==> config.mk <==
export PLATFORM = sky130hd
export DESIGN_NAME = flux_tag_arbiter
export DESIGN_NICKNAME = d
export VERILOG_FILES = /design/src/rtl/flux_tag_arbiter.sv
export SDC_FILE = /design/constraint.sdc
export NUM_CORES = 1
export LEC_CHECK = 0
export ABC_AREA = 1
export BUFFER_PORTS_ARGS = -buffer_cell sky130_fd_sc_hd__buf_4
export CORE_ASPECT_RATIO = 0.75
export CORE_MARGIN = 3
export CORE_UTILIZATION = 40
export CTS_BUF_LIST = sky130_fd_sc_hd__clkbuf_8
export CTS_CLUSTER_DIAMETER = 30
export DETAILED_ROUTE_END_ITERATION = 7
export HOLD_SLACK_MARGIN = 0.06
export PLACE_DENSITY = 0.69
export SYNTH_ARGS = -nofsm -noshare
export SYNTH_HDL_FRONTEND = slang
export SYNTH_SLANG_ARGS = --single-unit
==> constraint.sdc <==
create_clock -name clk -period 2.5 [get_ports clk]
set_clock_uncertainty 0.2 [all_clocks]
set_input_delay 0.25 -clock clk [delete_from_list [all_inputs] [get_ports clk]]
set_output_delay 0.25 -clock clk [all_outputs]
set_load 0.02 [all_outputs]
==> src/rtl/flux_tag_arbiter.sv <==
// flux_tag_arbiter: per-channel 2-entry skid buffers feeding a round-robin
// arbiter that tags each word with its source channel and writes it into a
// shared downstream FIFO.
// Optional feature macro: FLUX_QUOTA_EN caps per-flux residency downstream.

module flux_skid #(
  parameter int DATA_WIDTH = 8
) (
  input  logic                  clk,
  input  logic                  rst,
  input  logic                  push,
  input  logic                  pop,
  input  logic [DATA_WIDTH-1:0] din,
  output logic [DATA_WIDTH-1:0] dout,
  output logic [1:0]            count
);
  logic [DATA_WIDTH-1:0] mem [2];
  logic                  wr_ptr;
  logic                  rd_ptr;

  // Storage carries no reset; occupancy alone decides what is valid.
  always_ff @(posedge clk) begin
    if (push) mem[wr_ptr] <= din;
  end

  // Pointers and occupancy; push and pop together leave count unchanged.
  always_ff @(posedge clk) begin
    if (rst) begin
      wr_ptr <= 1'b0;
      rd_ptr <= 1'b0;
      count  <= 2'd0;
    end else begin
      if (push) wr_ptr <= ~wr_ptr;
      if (pop)  rd_ptr <= ~rd_ptr;
      case ({push, pop})
        2'b10:   count <= count + 2'd1;
        2'b01:   count <= count - 2'd1;
        default: count <= count;
      endcase
    end
  end

  assign dout = mem[rd_ptr];
endmodule

module flux_tag_arbiter #(
  parameter  int DATA_WIDTH = 8,
  parameter  int FLUX       = 2,
  parameter  int DEPTH      = 4,
  parameter  int QUOTA      = 2,
  localparam int TAG_WIDTH  = $clog2(FLUX),
  localparam int WIDTH      = DATA_WIDTH + TAG_WIDTH
) (
  input  logic                       clk,
  input  logic                       rst,
  input  logic [FLUX-1:0]            in_valid,
  input  logic [FLUX*DATA_WIDTH-1:0] in_data,
  output logic [FLUX-1:0]            in_ready,
  input  logic                       fifo_full,
  output logic                       fifo_write,
  output logic [WIDTH-1:0]           fifo_din,
  input  logic [FLUX-1:0]            fifo_read
);
  logic [FLUX-1:0][DATA_WIDTH-1:0] head;
  logic [FLUX-1:0][1:0]            count;
  logic [FLUX-1:0]                 elig;
  logic [FLUX-1:0]                 quota_ok;
  logic [FLUX-1:0]                 pop;
  logic [TAG_WIDTH-1:0]            rr_ptr;
  logic [TAG_WIDTH-1:0]            gnt_idx;
  logic                            found;

  for (genvar c = 0; c < FLUX; c++) begin : g_lane
    assign in_ready[c] = !rst && (count[c] != 2'd2);
    assign elig[c]     = (count[c] != 2'd0) && quota_ok[c];
    assign pop[c]      = fifo_write && (gnt_idx == TAG_WIDTH'(c));

    flux_skid #(.DATA_WIDTH(DATA_WIDTH)) u_skid (
      .clk   (clk),
      .rst   (rst),
      .push  (in_valid[c] && in_ready[c]),
      .pop   (pop[c]),
      .din   (in_data[c*DATA_WIDTH +: DATA_WIDTH]),
      .dout  (head[c]),
      .count (count[c])
    );
  end

  // First eligible channel scanning upward from rr_ptr, wrapping at FLUX.
  always_comb begin
    gnt_idx = '0;
    found   = 1'b0;
    for (int i = 0; i < FLUX; i++) begin
      int s;
      s = int'(rr_ptr) + i;
      if (s >= FLUX) s = s - FLUX;
      if (!found && elig[TAG_WIDTH'(s)]) begin
        found   = 1'b1;
        gnt_idx = TAG_WIDTH'(s);
      end
    end
  end

  // Write side depends only on registered state, fifo_full and rst.
  assign fifo_write = !rst && !fifo_full && found;
  assign fifo_din   = fifo_write ? {gnt_idx, head[gnt_idx]} : '0;

  // Round-robin pointer moves past the granted channel only on a write.
  always_ff @(posedge clk) begin
    if (rst)             rr_ptr <= '0;
    else if (fifo_write) rr_ptr <= (gnt_idx == TAG_WIDTH'(FLUX-1)) ? '0 : gnt_idx + 1'b1;
  end

`ifdef FLUX_QUOTA_EN
  localparam int OCC_W = $clog2(DEPTH) + 1;
  logic [FLUX-1:0][OCC_W-1:0] occ;

  for (genvar c = 0; c < FLUX; c++) begin : g_quota
    // Words of flux c resident downstream; a same-cycle read does not
    // free the slot for this cycle's grant since quota_ok uses registered occ.
    always_ff @(posedge clk) begin
      if (rst)
        occ[c] <= '0;
      else if (pop[c] && !fifo_read[c] && occ[c] < OCC_W'(QUOTA))
        occ[c] <= occ[c] + 1'b1;
      else if (!pop[c] && fifo_read[c] && occ[c] != '0)
        occ[c] <= occ[c] - 1'b1;
    end
    assign quota_ok[c] = occ[c] < OCC_W'(QUOTA);
  end
`else
  logic unused_read;
  assign quota_ok    = '1;
  assign unused_read = ^{fifo_read, DEPTH[0], QUOTA[0]};
`endif
endmodule

**After elaboration in Yosys (flattened, before gate mapping)**

Memories as Yosys holds them, arrays and structs flattened. A register that Yosys moved wholly into a read port is not among the register bits.
Cells that the tools add are included.

- Add/sub/neg operators: 8
- $lt $le $gt $ge: 5
- Eq/ne operators: 6
- Mux-type cells: 24
- Bitwise operators: 5
- Reductions and logical operators: 15

Operators by type and width:

| kind | count |
|---|---|
| $mux W1 | 19 |
| $mux W8 | 2 |
| $logic_and A1 B1 Y1 | 9 |
| $mux W9 | 1 |
| $pmux W2 S2 | 2 |
| $lt A1 B3 Y1 const B | 2 |
| $reduce_bool A2 Y1 | 3 |
| $not A1 Y1 | 5 |
| $add A2 B1 Y2 const B | 2 |
| $eq A2 B1 Y1 const B | 2 |
| $eq A2 B2 Y1 const B | 2 |
| $ne A2 B2 Y1 const B | 2 |
| $sub A2 B1 Y2 const B | 2 |
| $logic_not A1 Y1 | 3 |
| $add A1 B1 Y2 const B | 1 |
| $ge A1 B2 Y1 const B | 1 |
| $ge A2 B2 Y1 const B | 1 |
| $lt A1 B2 Y1 const B | 1 |
| $sub A1 B1 Y1 const B | 2 |
| $add A1 B1 Y1 const B | 1 |

- Bits in registers: 9
- Memory bits (writable): 32
- Input port bits: 23
- Logic and storage cells: 72
- Memories: 2

Memories:

| name | depth | width | rd ports | clocked after Yosys merged registers in | wr ports | line | RTL |
|---|---|---|---|---|---|---|---|
| g_lane[0].u_skid.mem | 2 | 8 | 1 | 1 | 1 | 17 | `logic [DATA_WIDTH-1:0] mem [2];` |
| g_lane[1].u_skid.mem | 2 | 8 | 1 | 1 | 1 | 17 |  |

**Longest topological paths before layout**

- Depth after elaboration: 13
- Gate-level depth with buffers: 9
- Depth with buffers taken out: 9

**Modules after synthesis**

Synthesis repeated with hierarchy kept, for this count alone.

- Cells, all modules: 156
- Area, all modules: 1925.6 sq um

By module, submodules not included:

| module | instances | cells an instance | area an instance (sq um) |
|---|---|---|---|
| flux_skid | 2 | 55 | 825.8 |
| flux_tag_arbiter | 1 | 46 | 274.0 |

**Least setup slack after synthesis**

OpenSTA, ideal clock, no wires.

- Path kind: reg2reg
- From: register g_lane[0].u_skid.count[0]
- To: register g_lane[1].u_skid.count[1]
- Setup time: 0.115 ns
- Data arrival time: 1.370 ns
- Setup slack: 0.815 ns
- Stages on the path, launching flop included: 9
- Path buffers: 0
- Cell sequence: dfxtp_1 > inv_1 > nand2_4 > nand3_4 > clkinv_2 > ha_1 > or2_2 > a21oi_1 > nor2_1

- Cells in the longest elaborated chain, start to end: 11

RTL lines:

| what | line | RTL |
|---|---|---|
| from (decl) | 15 | `output logic [1:0] count` |
| from (signal assigned) | 36 | `2'b10: count <= count + 2'd1;` |
| from (signal assigned) | 37 | `2'b01: count <= count - 2'd1;` |
| from (signal assigned) | 38 | `default: count <= count;` |
| $reduce_bool A2 Y1 (*) | 75 | `assign elig[c] = (count[c] != 2'd0) && quota_ok[c];` |
| $mux W1 (implied by the code) (2 in series) | 97 | `if (!found && elig[TAG_WIDTH'(s)]) begin` |
| $mux W1 | 97 |  |
| $logic_not A1 Y1 | 97 |  |
| $logic_and A1 B1 Y1 | 97 |  |
| $mux W1 | 97 |  |
| $logic_and A1 B1 Y1 | 105 | `assign fifo_write = !rst && !fifo_full && found;` |
| $logic_and A1 B1 Y1 (*) | 76 | `assign pop[c] = fifo_write && (gnt_idx == TAG_WIDTH'(c));` |
| net g_lane[1].u_skid.pop | 12 | `input logic pop,` |
| $eq A2 B1 Y1 or $eq A2 B2 Y1 (tied branches) | 35 | `case ({push, pop})` |
| $pmux W2 S2 or $reduce_bool A2 Y1 (tied branches) | -- |  |
| to (signal assigned) | 36 |  |
| to (signal assigned) | 37 |  |
| to (signal assigned) | 38 |  |
| to (decl) | 15 |  |

The timed path passes the listed nets; every way through them passes the cells marked *. The select of a mux whose other input is x is not followed.
A chain may end at the register's enable or synchronous reset.

**Final worst setup path**

- From: input rst
- To: output fifo_din[6]

- Cells in the longest elaborated chain, start to end: 4

RTL lines:

| what | line | RTL |
|---|---|---|
| from (decl) | 55 | `input logic rst,` |
| $logic_not A1 Y1 | 105 |  |
| $logic_and A1 B1 Y1 (2 in series) | 105 |  |
| $mux W9 | 106 | `assign fifo_din = fifo_write ? {gnt_idx, head[gnt_idx]} : '0;` |
| to (decl) | 61 | `output logic [WIDTH-1:0] fifo_din,` |

No other way between the ends.

==> metrics.txt <==
CP Max Fanout=10; Register Area=around 1200 um^2; post-synth top area cell=edfxtp_1; wl on met1=roughly 1600 um; DRT Wirelength=3190 um; hpwl dp=2230 um; Starting Density=a little over two fifths; pwr dens=around 660 nW/um^2; register bit total from synthesis=43; area of the multi-input gates=roughly 550 um^2; Slew @ Worst Pin=about 460 ps; Area after DPL=2170 um^2; r2r endpoint=g_lane[1].u_skid.count[1]$_SDFFE_PP0P_; clk slew on worst S/H paths=around 70 ps; Ys Warns=0; clk root buf=clkbuf_8; fin nets=approximately 270; Slew HR=a little over two thirds; crit share post-route=85.9%; Final Slew Violations=0; worst skew pair latency=about 280 ps; vias per cell=4.41; Highest Signal Layer=met4; CP startpoint kind=input pin; TritonCTS Sinks=between 40 and 50; most common cell after layout, fill and taps aside=nand2_1; IO Pins=35; Die W=~85 um; via count=1,304; endpoint class of the critical path=output pin; Lkg Pwr=between 0.001 and 0.0015 uW; dpl cells=approximately 270; number of port buffers=32; R2R cell count=8; Synth top area share=51.2%; FF-to-FF setup slack=around 620 ps; Setup Fix Bufs, Post-CTS=0; clock period minus worst slack=~2100 ps; post-route cell area=between 2000 and 2500 um^2; RSZ-0062 raised after global routing=no; routability cong.=between 0.7 and 0.8; Maximum Capacitance Violations=0; Worst Hold Endpoint=g_lane[1].u_skid.wr_ptr$_SDFFE_PP0N_; sum of negative setup slack=0 ps; die height=around 65 um; grt total ovfl=0; 1st-pass router iterations=4; crit path DAT=about 1700 ps; antenna fix cells=0; Worst Hold Depth=4; 1st-iter DRT viols=60; hold path start=in_valid[1]; wire length on met2=1460 um; gr usage total=12.4%; Post-Layout Cell Count=296; Synth area leaders=edfxtp_1 51%, dfxtp_1 12%, nand2_1 11%; worst hold path type=input pin to register; WS Path Type=input pin to output pin; reg2reg start=g_lane[0].u_skid.count[0]$_SDFFE_PP0P_; Die Area=5560 um^2; clk buf depth=2; DR WL met3=~160 um; Syn-to-layout area delta=31.9%; Routed Antenna Nets=0; drt wl/cell=10.8 um; Mapped Avg Cell Area=~10 um^2; Syn Inst Count=roughly 190; largest net degree at the start of global routing=17; TritonCTS Buffers=5; H-tree lvl count=2; Peak VDD IR=roughly 0.35 mV; Unique masters post-synth=22; initial antenna violation count=0; commonest non-fill, non-tap cells in the layout=53 x nand2_1, 34 x buf_4, 32 x edfxtp_1, 29 x inv_1, 17 x dlygate4sd3_1; row count=20; first-pass GRT wire length=~5200 um; TritonCTS clock tree=yes; drc violations=0; Final Hold Violating Endpoints=0; Seq/Total Area, Yosys=a little over three fifths; Layout fillers=between 300 and 400; Required @ worst endpoint=between 2000 and 2500 ps; Fmax achieved=466 MHz; final setup fails=0; Mapped Nets=around 210; vias in the first global route=between 1,000 and 1,500; share of cells above drive strength 1=22.0%; Post-Syn Area=roughly 1900 um^2; status=completed; core box area=about 4300 um^2; CP Launch Point=rst
[power by group]
part | internal (uW) | switching, uW
clock network | 395 | 223
logic | 87.7 | 98.6
registers | 800 | 19.4
total | 1280 | 341
[layout make-up]
type	count	share of cell area (%)
clock buffers	5	2.78
inverters	31	4.81
well taps	55	2.78
flip-flops and latches	43	47.7
multi-input cells	108	22.1
clock inverters	3	2.58
repair buffers	51	17.2
[Yosys cell counts]
master and count:
nand2_1 53, edfxtp_1 32, inv_1 28, o21ai_0 16
nor2_1 14, dfxtp_1 11, a21oi_1 6, nand4_1 4
buf_2 2, clkinv_2 2, ha_1 2, nand3_1 2
nand3_2 2, nand3_4 2, or2_2 2, xor2_1 2
and2_4 1, buf_4 1, buf_6 1, inv_2 1
nand2_4 1, nor2_8 1
[routing by layer]
metal  vias up  global-route usage, %
li1        704                      -
met1       573                   15.5
met2        25                   19.5
met3         2                   4.64
met4         0                   4.94
met5         -                      0
[timing repair]
action / CTS / global route
resized for setup: 0 / 0
setup endpoints to repair: 0 / 0
hold buffers: 17 / 0
endpoints found under the hold margin: 36 / 0
[flip-flops by register name, indices dropped and copies added (netlist names), named ones only]
name / count
rr_ptr: 1
g_lane.u_skid.wr_ptr: 2
g_lane.u_skid.mem: 32
g_lane.u_skid.count: 4
g_lane.u_skid.rd_ptr: 2
[cell families (layout without fill, tap and decap cells)]
logic type      count (synthesis)  after routing  share of synthesized area [%]
simple gates                   82             82                           21.0
xor+xnor                        2              2                          0.934
fa+ha+maj                       2              2                           1.33
buf+inv                        35             90                           7.87
flops                          43             43                           63.0
compound gates                 22             22                           5.87
[through the flow]
stage | util (%) | hold WS (ps) | power [uW] | worst slack [ps]
3_5_place_dp | 50.7 | 238 | 1000 | 638
6_report | 57.8 | 121 | 1620 | 352
3_3_place_gp | 50.7 | 236 | 998 | 672
4_1_cts | 57.8 | 115 | 1640 | 374
2_1_floorplan | - | 149 | 937 | 815
5_1_grt | 57.8 | 124 | 1700 | 265
[worst max-delay path, cell delays in order]
cell and delay (ps):
dlygate4sd3_1 530, buf_4 180, nor2_8 170, nand3_4 100, clkinv_2 150, nand2_1 70
nand2_1 90, buf_4 150
[worst max path at each step]
stage	slack, ps	cells past startpoint	to
6_report	350	8	fifo_din[6]
5_1_grt	270	8	fifo_din[6]
4_1_cts	370	8	fifo_din[6]
3_5_place_dp	640	8	g_lane[1].u_skid.count[1]$_SDFFE_PP0P_
3_3_place_gp	670	8	g_lane[1].u_skid.count[1]$_SDFFE_PP0P_
2_1_floorplan	810	8	g_lane[1].u_skid.count[1]$_SDFFE_PP0P_
Power figures use the tool's default switching activity.
